### config.mk
export PLATFORM = sky130hd
export DESIGN_NAME = direction_pulser
export DESIGN_NICKNAME = d
export VERILOG_FILES = /design/src/rtl/direction_pulser.sv
export SDC_FILE = /design/constraint.sdc
export NUM_CORES = 1
export LEC_CHECK = 0
export CORE_MARGIN = 4
export CORE_UTILIZATION = 48
export CTS_CLUSTER_SIZE = 40
export DETAILED_ROUTE_END_ITERATION = 10
export PLACE_DENSITY = 0.74
export RECOVER_POWER = 25
export SYNTH_ARGS = -nofsm -noshare
export SYNTH_HDL_FRONTEND = slang
export SYNTH_SLANG_ARGS = --single-unit
export TNS_END_PERCENT = 10
### constraint.sdc
create_clock -name clk -period 1.9 [get_ports clk]
set_clock_uncertainty 0.2 [all_clocks]
set_input_delay 0.285 -clock clk [delete_from_list [all_inputs] [get_ports clk]]
set_output_delay 0.285 -clock clk [all_outputs]
set_load 0.01 [all_outputs]
### src/rtl/direction_pulser.sv
// Button front end for the room/sword game: synchronises and debounces four raw buttons,
// turns each accepted press into a single move pulse, flags chords and counts moves.
module direction_pulser #(
    parameter int DEBOUNCE_CYCLES = 4,
    parameter int COUNT_W         = 8
) (
    input  logic               clk,
    input  logic               reset,
    input  logic               btn_north,
    input  logic               btn_south,
    input  logic               btn_west,
    input  logic               btn_east,
    output logic               north,
    output logic               south,
    output logic               west,
    output logic               east,
    output logic               chord_err,
    output logic               busy,
    output logic [COUNT_W-1:0] move_count
);

    localparam int CNT_W = (DEBOUNCE_CYCLES < 2) ? 1 : $clog2(DEBOUNCE_CYCLES);

    typedef enum logic {
        IDLE,
        HELD
    } state_t;

    state_t             state;
    state_t             next_state;
    logic [3:0]         raw;
    logic [3:0]         sync1;
    logic [3:0]         sync2;
    logic [3:0]         stable;
    logic [CNT_W-1:0]   cnt [4];
    logic [3:0]         move_next;
    logic               chord_next;
    logic               one_hot;

    // Bit order throughout is {north, south, west, east}.
    assign raw = {btn_north, btn_south, btn_west, btn_east};

    always_ff @(posedge clk or negedge reset) begin
        if (!reset) begin
            sync1 <= '0;
            sync2 <= '0;
        end else begin
            sync1 <= raw;
            sync2 <= sync1;
        end
    end

    // A level only changes after DEBOUNCE_CYCLES consecutive edges of disagreement.
    always_ff @(posedge clk or negedge reset) begin
        if (!reset) begin
            stable <= '0;
            for (int i = 0; i < 4; i++) begin
                cnt[i] <= '0;
            end
        end else begin
            for (int i = 0; i < 4; i++) begin
                if (sync2[i] != stable[i]) begin
                    if (cnt[i] == CNT_W'(DEBOUNCE_CYCLES - 1)) begin
                        stable[i] <= sync2[i];
                        cnt[i]    <= '0;
                    end else begin
                        cnt[i] <= cnt[i] + 1'b1;
                    end
                end else begin
                    cnt[i] <= '0;
                end
            end
        end
    end

    assign one_hot = (stable != 4'b0000) && ((stable & (stable - 4'd1)) == 4'b0000);

    always_ff @(posedge clk or negedge reset) begin
        if (!reset) begin
            state <= IDLE;
        end else begin
            state <= next_state;
        end
    end

    always_comb begin
        next_state = state;
        case (state)
            IDLE:    if (stable != 4'b0000) next_state = HELD;
            HELD:    if (stable == 4'b0000) next_state = IDLE;
            default: next_state = IDLE;
        endcase
    end

    always_comb begin
        move_next  = 4'b0000;
        chord_next = 1'b0;
        if (state == IDLE && stable != 4'b0000) begin
            if (one_hot) begin
                move_next = stable;
            end else begin
                chord_next = 1'b1;
            end
        end
    end

    // Pulses are registered so the game FSM sees glitch-free single-cycle strobes.
    always_ff @(posedge clk or negedge reset) begin
        if (!reset) begin
            north      <= 1'b0;
            south      <= 1'b0;
            west       <= 1'b0;
            east       <= 1'b0;
            chord_err  <= 1'b0;
            move_count <= '0;
        end else begin
            {north, south, west, east} <= move_next;
            chord_err                  <= chord_next;
            if (move_next != 4'b0000 && move_count != {COUNT_W{1'b1}}) begin
                move_count <= move_count + 1'b1;
            end
        end
    end

    assign busy = (state == HELD);

endmodule
==> results.py, run 1 <==
metrics = {
    "run_status": {
        "status": "complete, no violations",
    },
    "critical_path": {
        "arrival_ps": 1880,
        "r2r_cells": 4,
        "cp-start-kind": "flop",
        "cp_max_fo": 7,
        "r2r_start": "stable[3]$_DFFE_PN0P_",
        "crit_path_end_kind": "flop",
        "rr_endpoint": "move_count[4]$_DFFE_PN0P_",
        "cp.required_ps": 1920,
        "critPathKind": "reg -> reg",
        "r2r_slack_ps": 40,
    },
    "logic_synthesis": {
        "async_flop_share": 1.00,
        "synth_area_leader_cell": "dfrtp_1",
        "ys.flop_type": "dfrtp_1",
        "synth_cell_types": 29,
        "ys_seq_elements": 34,
        "synthCells": 100,
        "synth-edff-count": 0,
        "yosys.area.top_type_share": 0.586,
        "ys_seq_area_frac": 0.586,
        "syn_area_mm2": 0.00145,
        "ys_top_cells_by_area": "dfrtp_1 (59%), ha_1 (4.3%), nor4b_4 (3.3%)",
        "yosys_warnings": 0,
        "syn_nets": 111,
        "postSynthAreaPerCell_um2": 14.5,
    },
    "drt": {
        "drtIter0Drc": 40,
        "detail-route-antenna-nets": 0,
        "routed_wl_um": 2270,
        "num_vias": 831,
        "drc": 0,
        "drt-vias-per-instance": 5.16,
        "wl_per_cell_um": 14.1,
        "dr.pass1.iters": 4,
    },
    "place": {
        "routabilityCongestion": 0.860,
        "dp_worst_setup_slack_ps": -24.3,
        "place_area_mm2": 0.00170,
        "io_buffers": 19,
        "dp.final_hpwl_um": 1620,
    },
    "clock_network": {
        "cts-htree-levels": 2,
        "cts_setup_buffers": 0,
        "numCtsBuffers": 5,
        "clock_path_buffers": 2,
        "clock_latency_ps": 330,
        "root_buffer": "clkbuf_4",
        "cts_num_sinks": 34,
        "cts_tree": "done",
        "path_clk_slew_ps": 100,
    },
    "finish": {
        "syn_to_final_growth_pct": 20.9,
        "drive_above_1_share": 0.277,
        "n_antenna_cell": 0,
        "finalNetCount": 141,
        "fin_util": 0.620,
        "final_cell_area_mm2": 0.00175,
    },
    "worst_hold_path": {
        "min_path_cells": 0,
        "worst_hold_path_type": "reg -> reg",
        "holdCritStartpoint": "sync1[0]$_DFF_PN0_",
        "whs_endpoint": "sync2[0]$_DFF_PN0_",
    },
    "floorplan": {
        "die_h_um": 63.0,
        "ios": 20,
        "die_w_um": 63.0,
        "dieArea_mm2": 0.00397,
        "core_area_mm2": 0.00283,
        "rows": 19,
        "start_util": 0.513,
    },
    "pwr": {
        "p_per_area_mw_per_mm2": 1350,
        "leakage_nw": 0.793,
        "total_power_mw": 2.38,
        "vdd_ir_drop_max_mv": 0.645,
    },
    "global_routing": {
        "grt_pass1_vias": 898,
        "track_usage": 0.136,
        "antenna_found_initial": 0,
        "overflow": 0,
        "grt_max_degree": 35,
        "grt_first_pass_wirelength_um": 4040,
    },
    "sta": {
        "setup_viol": 0,
        "slew_headroom": 0.453,
        "grt_setup_unrepaired": "yes",
        "min_period_ps": 1860,
        "layout_setup_ws_ps": 40.0,
        "max_freq_mhz": 538,
        "drv_slew": 0,
        "hold_viol_final": 0,
        "period_share": 0.979,
        "tightest_slew_ps": 821,
    },
    "run": {
        "cap_violations": 0,
    },
}
-- worst max path at each step --
| stage | start | slack (ps) | end |
|---|---|---|---|
| final | stable[3]$_DFFE_PN0P_ | 40 | move_count[4]$_DFFE_PN0P_ |
| after global routing | stable[3]$_DFFE_PN0P_ | -70 | move_count[6]$_DFFE_PN0P_ |
| after CTS | stable[3]$_DFFE_PN0P_ | -10 | move_count[6]$_DFFE_PN0P_ |
| after detailed placement | stable[3]$_DFFE_PN0P_ | -20 | move_count[6]$_DFFE_PN0P_ |
| after global placement | stable[3]$_DFFE_PN0P_ | 50 | move_count[1]$_DFFE_PN0P_ |
| after floorplan | stable[1]$_DFFE_PN0P_ | 90 | move_count[6]$_DFFE_PN0P_ |
-- logic make-up after synthesis --
group	share of synthesized area
AND/OR/NAND/NOR	0.187
adder cells (fa/ha/maj)	0.0500
multiplexers	0.0672
AO/OA/AOI/OAI	0.0190
buffers and inverters	0.0310
flip-flops	0.586
XOR/XNOR	0.0595
-- power breakdown --
| group | internal, mW | leakage [nW] | switching, mW |
|---|---|---|---|
| clock | 0.133 | 0.0308 | 0.225 |
| combinational | 0.510 | 0.339 | 0.372 |
| sequential | 0.923 | 0.424 | 0.213 |
-- per-stage QoR --
step           cells  hold slack, ps  TNS, ps
2_1_floorplan    100            -211        0
3_3_place_gp     154             131        0
3_5_place_dp     154             137    -24.3
4_1_cts          161             153    -13.6
5_1_grt          161             176     -112
6_report         161             157        0
-- layout by cell type, fill, tap and decap left out, types with 2 or more instances in the layout --
cell,Yosys,final
and2_1,4,4
buf_4,0,7
clkbuf_4,0,5
clkdlybuf4s50_1,0,11
clkinv_2,0,2
dfrtp_1,34,29
dfrtp_2,0,5
dlygate4sd3_1,0,5
dlymetal6s2s_1,0,3
ha_1,5,5
mux2_1,2,2
mux2_2,4,4
mux2_4,2,2
nand2_1,3,3
nand3_1,4,4
nor2_1,3,3
nor2b_1,4,4
nor3_1,5,5
nor3_2,2,2
nor4b_2,2,2
nor4b_4,2,2
xnor2_1,3,3
xor2_1,5,5
-- state kept, by name, indices dropped and copies added (netlist names) --
name / flops
busy: 1
chord_err: 1
cnt: 8
east: 1
move_count: 8
north: 1
south: 1
stable: 4
sync1: 4
sync2: 4
west: 1
-- per-layer routing --
metal	wire length (µm)	GRT usage	up-vias
met2	1130	0.207	25
met3	140	0.0647	4
met5	0	0	-
met1	963	0.155	402
met4	35	0.0799	0
li1	-	-	400
-- worst max-delay path, cell delays in order, from the launching register on --
cell and delay [ps]:
dfrtp_2 490, xor2_2 210, a211oi_4 410, nor3_1 120
mux2_1 320
-- cell type report --
class	count	area (µm²)
flip-flops and latches	34	857
well taps	31	38.8
clock inverters	2	10.0
clock buffers	5	37.5
repair buffers	27	255
multi-input cells	62	556
fillers	234	1070
-- cell usage after synthesis, types with 3 or more instances --
| library cell | count |
|---|---|
| and2_1 | 4 |
| buf_6 | 4 |
| dfrtp_1 | 34 |
| ha_1 | 5 |
| mux2_2 | 4 |
| nand2_1 | 3 |
| nand3_1 | 4 |
| nor2_1 | 3 |
| nor2b_1 | 4 |
| nor3_1 | 5 |
| xnor2_1 | 3 |
| xor2_1 | 5 |
-- what timing repair did --
item / CTS / global route
endpoints found under the setup margin: 3 / 8
hold buffers: 0 / 0
pin swaps: 0 / 2
resized for setup: 3 / 5
gates cloned: 0 / 0
Power figures use the tool's default switching activity.
==> run 2: changes to the inputs <==
--- a/config.mk
+++ b/config.mk
@@ -6,11 +6,13 @@
 export NUM_CORES = 1
 export LEC_CHECK = 0
 export CORE_MARGIN = 4
-export CORE_UTILIZATION = 48
+export CORE_UTILIZATION = 55
 export CTS_CLUSTER_SIZE = 40
 export DETAILED_ROUTE_END_ITERATION = 10
-export PLACE_DENSITY = 0.74
+export DONT_BUFFER_PORTS = 1
+export PLACE_DENSITY = 0.73
 export RECOVER_POWER = 25
+export REMOVE_ABC_BUFFERS = 1
 export SYNTH_ARGS = -nofsm -noshare
 export SYNTH_HDL_FRONTEND = slang
 export SYNTH_SLANG_ARGS = --single-unit
==> run 2 against run 1 <==
Fmax decreased by 0.66%. Highest routed layer unchanged. Clock power increased by 2%. First-iteration DRC count decreased by 60%. Clock-buffer cell count increased by 1. Routed wire length decreased by 14%. Critical endpoint is now move_count[6]$_DFFE_PN0P_. Largest cell class unchanged. Critical path depth unchanged. Power decreased by 3.2%. Combinational power decreased by 9.2%. Cell area decreased by 8.0%. Sequential power about the same. Sequential cell count unchanged.
==> results.py, run 2 (same netlist as run 1, synthesis figures left out) <==
metrics = {
    "run_status": {
        "status": "complete, no violations",
    },
    "clock_network": {
        "cts_tree": "done",
        "cts-htree-levels": 2,
        "cts_num_sinks": 34,
        "path_clk_slew_ps": 90,
        "numCtsBuffers": 5,
        "root_buffer": "clkbuf_4",
        "clock_latency_ps": 300,
        "clock_path_buffers": 2,
    },
    "pwr": {
        "p_per_area_mw_per_mm2": 1420,
        "vdd_ir_drop_max_mv": 0.904,
        "leakage_nw": 0.726,
    },
    "sta": {
        "setup_viol": 0,
        "drv_slew": 0,
        "max_freq_mhz": 534,
        "layout_setup_ws_ps": 27.6,
        "finalSetupTns_ps": 0,
        "grt_setup_unrepaired": "yes",
        "hold_viol_final": 0,
        "period_share": 0.985,
        "min_period_ps": 1870,
        "slew_headroom": 0.476,
        "tightest_slew_ps": 786,
    },
    "global_routing": {
        "grt_pass1_vias": 809,
        "grt_max_degree": 35,
        "overflow": 0,
        "antenna_found_initial": 0,
        "track_usage": 0.136,
        "grt_first_pass_wirelength_um": 3410,
    },
    "worst_hold_path": {
        "min_path_cells": 0,
        "worst_hold_path_type": "reg -> reg",
    },
    "place": {
        "placed_cells": 133,
        "routabilityCongestion": 0.825,
        "dp_worst_setup_slack_ps": -13.0,
        "io_buffers": 0,
        "dp.final_hpwl_um": 1440,
        "place_area_mm2": 0.00150,
    },
    "run": {
        "cap_violations": 0,
    },
    "finish": {
        "fin_cells": 146,
        "final_cell_area_mm2": 0.00161,
        "top_regs": "cnt: 8 flops, move_count: 8 flops",
        "drive_above_1_share": 0.293,
        "finalNetCount": 128,
        "final_common_cell": "dfrtp_1",
        "syn_to_final_growth_pct": 11.2,
        "n_antenna_cell": 0,
        "final_cell_mix": "dfrtp_1 (31), buf_4 (8)",
    },
    "critical_path": {
        "crit_path_end_kind": "flop",
        "worstPathCellList": "xor2_2, a211oi_4, nor4b_2, mux2_1",
        "critPathSlowestCell": "dfrtp_2",
        "r2r_cells": 4,
        "arrival_ps": 1860,
        "critPathKind": "reg -> reg",
        "cp.required_ps": 1890,
        "cp_max_fo": 7,
        "cp-start-kind": "flop",
        "slowest_delay_ps": 490,
    },
    "floorplan": {
        "dieArea_mm2": 0.00352,
        "ios": 20,
        "rows": 18,
        "die_w_um": 59.4,
        "start_util": 0.581,
        "core_area_mm2": 0.00250,
        "die_h_um": 59.4,
    },
    "drt": {
        "drc": 0,
        "drtIter0Drc": 16,
        "num_vias": 812,
        "routed_wl_um": 1970,
        "dr.pass1.iters": 4,
        "wl_per_cell_um": 13.5,
        "drt-vias-per-instance": 5.56,
        "detail-route-antenna-nets": 0,
    },
}
==> run 2: changes by cell type in the layout (fill, tap and decap cells not counted), sizes merged <==
cell | before | now
buf | 7 | 8
clkbuf | 6 | 7
clkdlybuf4s50 | 11 | 0
clkinv | 2 | 0
dlymetal6s2s | 3 | 0
==> run 2: per-layer routing <==
metal | track usage | wire, µm | vias up
li1 | - | - | 373
met1 | 0.143 | 784 | 409
met2 | 0.217 | 1000 | 23
met3 | 0.0697 | 122 | 7
met4 | 0.0809 | 54 | 0
met5 | 0 | 0 | -
==> run 2: timing repair <==
item / 4_1_cts / 5_1_grt
resized for setup: 1 / 2
hold buffers: 6 / 0
endpoints found under the hold margin: 38 / 0
buffers inserted: 0 / 1
pin swaps: 0 / 1
endpoints found under the setup margin: 2 / 4
==> run 2: through the flow <==
step	utilization	hold WS, ps	power [mW]
after floorplan	-	-211	1.66
after global placement	0.599	-210	1.86
after detailed placement	0.599	-210	1.90
after CTS	0.648	158	2.31
after global routing	0.646	163	2.48
final	0.646	156	2.30
==> run 2: power breakdown <==
| part | switching [mW] | leakage, nW | internal (mW) |
|---|---|---|---|
| combinational | 0.357 | 0.271 | 0.444 |
| clock | 0.199 | 0.0302 | 0.167 |
| sequential | 0.212 | 0.425 | 0.919 |
==> run 2: layout make-up <==
cell class,count,area [µm²]
Clock buffer,6,51.3
Fill cell,167,886
Multi-Input combinational cell,62,556
Sequential cell,34,855
Tap cell,30,37.5
Timing Repair Buffer,14,115
==> run 2: path summary, 6_finish.rpt <==
check | endpoint | slack, ps | from
max in group asynchronous | stable[0]$_DFFE_PN0P_ | 560 | reset
min in group asynchronous | move_count[2]$_DFFE_PN0P_ | 390 | reset
hold reg to reg | sync2[3]$_DFF_PN0_ | 160 | sync1[3]$_DFF_PN0_
setup / recovery | move_count[6]$_DFFE_PN0P_ | 30 | stable[3]$_DFFE_PN0P_
setup reg to reg | move_count[6]$_DFFE_PN0P_ | 30 | stable[3]$_DFFE_PN0P_
hold / removal | sync2[3]$_DFF_PN0_ | 160 | sync1[3]$_DFF_PN0_
==> run 2: worst max-delay path, delay by kind of cell, from the launching register on <==
kind                      cells  cell delay, ps
xor gates and xnor gates      1             210
muxes                         1             320
and+or+nand+nor               1             100
AOI/OAI and AO/OA             1             430
DFF                           1             490
==> run 3: changes to the inputs <==
--- a/config.mk
+++ b/config.mk
@@ -5,6 +5,7 @@
 export SDC_FILE = /design/constraint.sdc
 export NUM_CORES = 1
 export LEC_CHECK = 0
+export CAP_MARGIN = 20
 export CORE_MARGIN = 4
 export CORE_UTILIZATION = 55
 export CTS_CLUSTER_SIZE = 40
==> results of run 3 <==
No change in the layout: final DEF, timing and power equal those of run 2.
